File: config.mk
export PLATFORM = sky130hd
export DESIGN_NAME = edge_generator
export DESIGN_NICKNAME = d
export VERILOG_FILES = /design/src/rtl/edge_generator_pkg.sv /design/src/rtl/edge_generator.sv
export SDC_FILE = /design/constraint.sdc
export NUM_CORES = 1
export LEC_CHECK = 0
export CORE_MARGIN = 2
export CORE_UTILIZATION = 46
export DETAILED_ROUTE_END_ITERATION = 6
export PLACE_DENSITY = 0.72
export SLEW_MARGIN = 20
export SYNTH_ARGS = -nofsm -noshare
export SYNTH_HDL_FRONTEND = slang
export SYNTH_SLANG_ARGS = --single-unit
File: constraint.sdc
create_clock -name clk -period 1.5 [get_ports clk]
set_input_delay 0.375 -clock clk [delete_from_list [all_inputs] [get_ports clk]]
set_output_delay 0.375 -clock clk [all_outputs]
set_load 0.01 [all_outputs]
File: src/rtl/edge_generator_pkg.sv
// Shared definitions for the edge generator.
//   edge_state_t : FSM state encoding (IDLE, ACTIVE, GAP)
//   max_int      : larger of two integers, for sizing from parameters
//   width_for    : bits needed to hold the values 0..n-1 (never less than 1)
package edge_generator_pkg;

    typedef enum logic [1:0] {
        IDLE   = 2'd0,
        ACTIVE = 2'd1,
        GAP    = 2'd2
    } edge_state_t;

    function automatic int max_int(input int a, input int b);
        return (a > b) ? a : b;
    endfunction

    function automatic int width_for(input int n);
        return (n > 1) ? $clog2(n) : 1;
    endfunction

endpackage

File: src/rtl/edge_generator.sv
// Pulse generator with a bounded request queue.
// Each accepted request on pulse_in produces one pulse of HIGH_TICKS clk_en
// ticks at ACTIVE_LEVEL.
// Each pulse is followed by a gap of at least LOW_TICKS ticks at the
// inactive level.
// Requests that arrive while a pulse or gap is in progress are counted,
// up to PENDING_MAX of them.
//
// Ports:
//   clk       : single clock
//   reset_n   : asynchronous active-low reset
//   clk_en    : tick qualifier; nothing advances while it is low
//   pulse_in  : single-cycle request, sampled on clk_en ticks
//   level_out : registered generated waveform
//   busy      : high whenever the FSM is not IDLE
//   pending   : number of queued requests
//   overflow  : registered one-cycle pulse when a request is dropped
module edge_generator
    import edge_generator_pkg::*;
#(
    parameter bit ACTIVE_LEVEL = 1'b1,
    parameter int HIGH_TICKS   = 4,
    parameter int LOW_TICKS    = 4,
    parameter int PENDING_MAX  = 3
) (
    input  logic                               clk,
    input  logic                               reset_n,
    input  logic                               clk_en,
    input  logic                               pulse_in,
    output logic                               level_out,
    output logic                               busy,
    output logic [$clog2(PENDING_MAX+1)-1:0]   pending,
    output logic                               overflow
);

    localparam int CNT_W  = width_for(max_int(HIGH_TICKS, LOW_TICKS));
    localparam int PEND_W = $clog2(PENDING_MAX + 1);

    localparam logic [CNT_W-1:0]  HIGH_LOAD = CNT_W'(HIGH_TICKS - 1);
    localparam logic [CNT_W-1:0]  LOW_LOAD  = CNT_W'(LOW_TICKS - 1);
    localparam logic [PEND_W-1:0] PEND_FULL = PEND_W'(PENDING_MAX);

    edge_state_t        state, state_next;
    logic [CNT_W-1:0]   count, count_next;
    logic [PEND_W-1:0]  pending_next;
    logic               level_next;
    logic               enqueue, dequeue, drop;

    always_ff @(posedge clk or negedge reset_n) begin
        if (!reset_n) begin
            state     <= IDLE;
            count     <= '0;
            pending   <= '0;
            level_out <= ~ACTIVE_LEVEL;
            overflow  <= 1'b0;
        end else begin
            state     <= state_next;
            count     <= count_next;
            pending   <= pending_next;
            level_out <= level_next;
            overflow  <= drop;
        end
    end

    always_comb begin
        state_next   = state;
        count_next   = count;
        pending_next = pending;
        level_next   = level_out;
        enqueue      = 1'b0;
        dequeue      = 1'b0;
        drop         = 1'b0;

        if (clk_en) begin
            unique case (state)
                IDLE: begin
                    if (pulse_in) begin
                        state_next = ACTIVE;
                        count_next = HIGH_LOAD;
                        level_next = ACTIVE_LEVEL;
                    end
                end
                ACTIVE: begin
                    enqueue = pulse_in;
                    if (count == '0) begin
                        state_next = GAP;
                        count_next = LOW_LOAD;
                        level_next = ~ACTIVE_LEVEL;
                    end else begin
                        count_next = count - 1'b1;
                    end
                end
                GAP: begin
                    if (count == '0) begin
                        if (pending != '0) begin
                            // Queued requests are served before a new one.
                            // A new one arriving now joins the queue.
                            dequeue    = 1'b1;
                            enqueue    = pulse_in;
                            state_next = ACTIVE;
                            count_next = HIGH_LOAD;
                            level_next = ACTIVE_LEVEL;
                        end else if (pulse_in) begin
                            // Empty queue: the request starts immediately.
                            // It never enters the queue.
                            state_next = ACTIVE;
                            count_next = HIGH_LOAD;
                            level_next = ACTIVE_LEVEL;
                        end else begin
                            state_next = IDLE;
                        end
                    end else begin
                        enqueue    = pulse_in;
                        count_next = count - 1'b1;
                    end
                end
                default: begin
                    state_next = IDLE;
                    count_next = '0;
                    level_next = ~ACTIVE_LEVEL;
                end
            endcase

            // A simultaneous enqueue and dequeue leaves the count unchanged.
            // That case never overflows, because a slot frees on the same tick.
            if (enqueue && !dequeue) begin
                if (pending == PEND_FULL) begin
                    drop = 1'b1;
                end else begin
                    pending_next = pending + PEND_W'(1);
                end
            end else if (dequeue && !enqueue) begin
                pending_next = pending - PEND_W'(1);
            end
        end
    end

    assign busy = (state != IDLE);

endmodule

==> impl_metrics.json, run 1 <==
{
  "ys.flop_type": "dfrtp_1",
  "netlist_instances": 65,
  "drtAntennaViolNets": 0,
  "power_mw": 1.642,
  "worst_pin_slew_ns": 0.3627,
  "synth_area_um2": 626.9,
  "synth_edf_count": 0,
  "min_path_type": "input pin to asynchronous set/reset pin",
  "initial_core_util_pct": 48.78,
  "antennaDiodeCount": 0,
  "period_share_pct": 103.9,
  "arrival_ns": 1.70,
  "clock_latency_ns": 0.26,
  "drt-total-wl_um": 1433,
  "grt_remaining_overflow": 0,
  "fmax_mhz": 641.4,
  "die_y_um": 40.92,
  "layoutNonFillerInstCount": 109,
  "nets": 106,
  "timing.hold.ws_ns": 0.3936,
  "cts_sinks": 8,
  "power_density_nw_per_um2": 1711,
  "grt_util_all_layers_pct": 23.50,
  "vias": 577,
  "cts_made_buffers": 3,
  "io_pins": 9,
  "p_leak_nw": 0.4640,
  "synth.yosys.seq_area_share_pct": 31.94,
  "synth-seq-cells": 8,
  "synth_common_cells": "8 x dfrtp_1, 7 x ha_1, 5 x inv_1",
  "core_area_um2": 1285,
  "vias_per_cell": 5.294,
  "cts_tree": "yes",
  "rows": 13,
  "fin_worst_skew_ns": 0.003068,
  "avgSynthCellArea_um2": 9.644,
  "h-tree-depth": 1,
  "globalplace.congestion": 0.8149,
  "multi_input_area_um2": 446.7,
  "setup_viol": 3,
  "status": "finished, violations left",
  "grt_pass1_vias": 572,
  "endpoint_kind": "register",
  "hpwlAfterDp_um": 1049,
  "seqCellArea_um2": 201.4,
  "first_iter_violations": 12,
  "synthArstFlopShare_pct": 100.0,
  "rsz0062_at_grt": "true",
  "ys_types": 35,
  "drv_slew": 0,
  "yosysWarningCount": 0,
  "grt_max_degree": 10,
  "finalInstanceArea_um2": 959.7,
  "max_cap_viol_count": 0,
  "startpoint_type": "register",
  "layout-drive-gt1-share_pct": 45.74,
  "reg2reg_depth": 6,
  "yosysTopAreaCell": "dfrtp_1",
  "die-width_um": 40.92,
  "critPathMaxFanout": 4,
  "drc": 0,
  "layout_setup_ws_ns": -0.05898,
  "die-area_um2": 1674,
  "cts.reportedPaths.clkPinSlew_ns": 0.05,
  "crit_required_ns": 1.64,
  "cts-root-buf": "clkbuf_4",
  "antenna_found_initial": 0,
  "synth_top_area_share_pct": 31.94,
  "period_minus_slack_ns": 1.559,
  "io_buffers": 8,
  "worst-setup-path-type": "register to register",
  "synthToLayoutAreaGrowth_pct": 53.09,
  "cts_hold_buf": 0,
  "synth.most_common_cell": "dfrtp_1",
  "grt_pass1_wl_um": 2463,
  "nFillCells": 90,
  "synthTopCellsByArea": "dfrtp_1 32%, ha_1 14%, a311oi_4 4.2%",
  "hold_viol_final": 0,
  "dpl_cell_area_um2": 858.3,
  "routedWlPerCell_um": 13.15,
  "dp.cells": 101,
  "ir_worst_vdd_v": 0.001091,
  "tns_ns": -0.1271,
  "clockBufferDepth": 2,
  "syn_nets": 76,
  "first_pass_iters": 5,
  "violations": "setup timing",
  "relSlewSlack_pct": 75.75
}
-- power breakdown --
group	switching (mW)	internal (mW)
registers	0.0474	0.284
logic	0.531	0.602
clock network	0.0756	0.102
total	0.654	0.988
-- worst max-delay path, cell delays in order, from the launching register on --
cell	delay [ns]
dfrtp_2	0.40
buf_6	0.12
ha_4	0.15
nor2_4	0.05
a311oi_4	0.36
mux2i_1	0.26
a211oi_2	0.09
-- cell usage in the layout, fill, tap and decap left out, types with 2 or more instances in the layout --
cell type         n
a21o_1            2
a21oi_1           4
buf_4            20
inv_2             3
ha_4              4
o22ai_1           3
clkdlybuf4s50_1   3
mux2i_1           2
buf_6             2
nor2_1            3
inv_1             2
clkbuf_4          3
dlygate4sd2_1     3
ha_1              3
o21ai_0           3
dfrtp_1           7
-- cell families (layout without fill, tap and decap cells) --
group	count (synthesis)	in the layout	synth area share (%)
AO/OA/AOI/OAI	21	21	25.15
buffers and inverters	10	39	7.785
multiplexers	3	3	4.990
flip-flops	8	8	31.94
AND/OR/NAND/NOR	16	16	16.17
adder cells (fa/ha/maj)	7	7	13.97
-- metal layers --
metal | vias to the layer above | global-route usage, % | part of all wire, %
li1 | 292 | - | -
met1 | 274 | 28.57 | 46
met2 | 9 | 36.72 | 48
met3 | 2 | 10.33 | 4.8
met4 | 0 | 7.500 | 0.84
met5 | - | 0 | 0
-- sequential cells by signal (all words and copies together) (netlist names) --
name and cells:
count 2, pending 2, level_out 1, state 2, overflow 1
-- stage by stage --
stage	setup slack [ns]	util, %
after detailed placement	-0.3216	66.80
after global routing	-0.1249	74.68
after floorplan	-0.09192	-
after global placement	-0.2799	66.80
final	-0.05898	74.68
after CTS	-0.06481	72.64
-- final cells by class --
class	count	area share [%]
timing repair buffer	29	25.16
tap	15	1.956
multi-input combinational	47	46.54
clock buffer	4	2.738
sequential	8	20.99
inverter	6	2.608
-- path summary, 6_finish.rpt --
kind	slack, ns	start	to
max in group asynchronous	0.82	reset_n	state[0]
worst max-delay path	-0.06	state[0]	pending[0]
worst max register to register	-0.06	state[0]	pending[0]
min in group clk	0.54	level_out	level_out
worst min-delay path	0.39	reset_n	overflow
worst min register to register	0.54	level_out	level_out
-- timing repair --
action	4_1_cts	5_1_grt
endpoints found under the setup margin	8	7
pin swaps	5	0
setup buffers	3	1
cloned	0	0
gates resized for setup	15	4
Power figures use the tool's default switching activity.
==> inputs of run 2 (changes only) <==
ABC_AREA = 1   (was not set)
==> run 2 against run 1 <==
Compared with the run above: the flow now finishes without violations; fmax up 5.2%; first-iteration DRC count rose to 2.5 times the previous value; worst setup slack better by 0.077 ns; clock skew up 0.0093 ns; combinational power up 37%; routed wire length up 36%; synthesized cell count up 32%; area after synthesis down 2.0%; core utilization up 6.5 points; final area up 7.3%; clock power up 3%; critical path depth down 2; critical path type is now register to output port.
==> impl_metrics.json, run 2 <==
{
  "first_iter_violations": 30,
  "path_buf_inv": 3,
  "busiest_layer": "met2",
  "hold_viol_final": 0,
  "first_pass_iters": 4,
  "rsz0062_at_grt": "true",
  "slowest_delay_ns": 0.40,
  "crit_start": "state[1]",
  "fin_worst_skew_ns": 0.01239,
  "power_density_nw_per_um2": 2070,
  "vias_per_cell": 5.564,
  "synth-seq-cells": 8,
  "endpoint_kind": "output port",
  "clock_latency_ns": 0.27,
  "cts_made_buffers": 3,
  "ys_types": 16,
  "clockBufferDepth": 2,
  "tns_ns": 0,
  "core_area_um2": 1269,
  "top_regs": "count: 2 flops, pending: 2 flops, state: 2 flops",
  "met2_usage_pct": 38.49,
  "synth.yosys.seq_area_share_pct": 32.59,
  "worst_pin_slew_ns": 0.3963,
  "ys.flop_type": "dfrtp_1",
  "hpwlAfterDp_um": 1154,
  "startpoint_type": "register",
  "globalplace.congestion": 0.8209,
  "p_sw_share_pct": 46.44,
  "setup_viol": 0,
  "ir_worst_vdd_v": 0.001109,
  "crit_required_ns": 1.12,
  "cts_tree": "yes",
  "synth_top_area_share_pct": 32.59,
  "power_frac_clock_pct": 8.6,
  "final_core_util_pct": 81.16,
  "crit_slowest_cell": "dfrtp_1",
  "synth_edf_count": 0,
  "antenna_found_initial": 0,
  "max_cap_viol_count": 0,
  "rows": 13,
  "grt_max_degree": 9,
  "cts.reportedPaths.clkPinSlew_ns": 0.07,
  "yosysWarningCount": 0,
  "synth_common_cells": "21 x nand2_1, 18 x inv_1, 9 x nor2_1",
  "drt-total-wl_um": 1942,
  "fmax_mhz": 674.9,
  "grt_util_all_layers_pct": 24.34,
  "combinationalPowerShare_pct": 72.6,
  "synthToLayoutAreaGrowth_pct": 67.62,
  "period_share_pct": 98.78,
  "layout-drive-gt1-share_pct": 47.46,
  "synth_area_um2": 614.3,
  "avgSynthCellArea_um2": 7.143,
  "period_minus_slack_ns": 1.482,
  "die-width_um": 40.55,
  "final_cell_mix": "19 x buf_4, 18 x nand2_1, 9 x inv_1, 7 x inv_2",
  "synth.most_common_cell": "nand2_1",
  "worst-setup-path-type": "register to output port",
  "drtAntennaViolNets": 0,
  "initial_core_util_pct": 48.42,
  "critPathMaxFanout": 3,
  "drv_slew": 0,
  "arrival_ns": 1.11,
  "cts-root-buf": "clkbuf_4",
  "switchingPower_mw": 0.9899,
  "grt_pass1_wl_um": 2539,
  "grt_pass1_vias": 625,
  "power_mw": 2.132,
  "nets": 131,
  "die_y_um": 40.55,
  "power.internal_mw": 1.142,
  "min_path_type": "input pin to asynchronous set/reset pin",
  "mostFrequentLayoutCell": "buf_4",
  "use_met3_pct": 4.444,
  "die-area_um2": 1644,
  "drc": 0,
  "antennaDiodeCount": 0,
  "relSlewSlack_pct": 73.50,
  "cpLargestDelayFamily": "flip-flops",
  "h-tree-depth": 1,
  "layout_setup_ws_ns": 0.01837,
  "io_pins": 9,
  "post-place-ws_ns": -0.1550,
  "p_leak_nw": 0.5251,
  "netlist_instances": 86,
  "synthArstFlopShare_pct": 100.0,
  "vias": 740,
  "syn_nets": 97,
  "critical_path.most_common_cell": "inv_2",
  "r2r_start": "state[0]",
  "grt_remaining_overflow": 0,
  "io_buffers": 8,
  "cp_cell_sequence": "inv_2, ha_4, inv_2, buf_6",
  "yosysTopAreaCell": "dfrtp_1",
  "cts_hold_buf": 0,
  "status": "complete, no violations",
  "synthTopCellsByArea": "dfrtp_1 33%, ha_1 14%, nand2_1 13%",
  "cts_sinks": 8,
  "seq_power_share_pct": 18.8,
  "grt_util_met1_pct": 27.42,
  "routedWlPerCell_um": 14.60
}
-- run 2: cell count changes after synthesis, moves of 2 or more --
cell      delta
a21o_1       -2
a21oi_1      +2
clkbuf_1     -2
inv_1       +13
mux2i_1      -2
nand2_1     +20
nand3_1      +2
nor2_1       +6
nor2_2       -2
o21ai_0      +3
-- run 2: layer usage --
layer  wire length (um)  part of all wire [%]  vias up
li1                   -                     -      337
met5                  0                     0        -
met1                773                    40      348
met2                965                    50       44
met4                 76                   3.9        0
met3                125                   6.4       11
-- run 2: worst paths after layout --
path,slack [ns],endpoint,cells past startpoint
setup / recovery,0.02,busy,4
hold / removal,0.39,state[0],1
setup reg to reg,0.02,pending[1],9
hold reg to reg,0.56,pending[0],2
max in group asynchronous,0.79,pending[1],1
min in group clk,0.56,pending[0],2
-- run 2: power groups by stage --
stage,Sequential (mW),Clock (mW),Combinational (mW)
6_report,0.401,0.183,1.55
5_1_grt,0.409,0.187,1.66
2_1_floorplan,0.401,0,0.565
3_5_place_dp,0.390,0,1.03
3_3_place_gp,0.383,0,1.01
4_1_cts,0.391,0.182,1.16
-- run 2: final cells by class --
type | instances | area, um2
fillers | 77 | 239.0
inverters | 18 | 72.57
flip-flops and latches | 8 | 202.7
repair buffers | 29 | 245.2
clock buffers | 3 | 22.52
well taps | 15 | 18.77
multi-input cells | 60 | 467.9
-- run 2: logic make-up after synthesis --
| family | after synthesis | synth area share [%] |
|---|---|---|
| flops | 8 | 32.59 |
| fa+ha+maj | 7 | 14.26 |
| compound gates | 18 | 16.70 |
| buf+inv | 18 | 11.00 |
| simple gates | 35 | 25.46 |
-- run 2: worst register-to-register path, stage by stage, from the launching register on --
cell and delay, ns:
dfrtp_1 0.39, inv_2 0.09, ha_4 0.26, nand2_1 0.06, inv_2 0.11, nand4_4 0.14, nor2_1 0.15, nor2_2 0.06
nand2_1 0.05, nand2_1 0.06
-- run 2: per-stage QoR --
step	cell area, um2	hold slack, ns	instances
after detailed placement	818.3	0.5719	123
after global routing	1030	0.4344	133
after global placement	818.3	0.5667	123
after CTS	899.6	0.4052	128
final	1030	0.3900	133
after floorplan	614.3	0.07941	86
-- run 2: timing repair --
action | 4_1_cts | 5_1_grt
pin swaps | 3 | 7
setup endpoints to repair | 9 | 7
cloned | 0 | 0
gates resized for setup | 24 | 24
setup buffers | 2 | 5
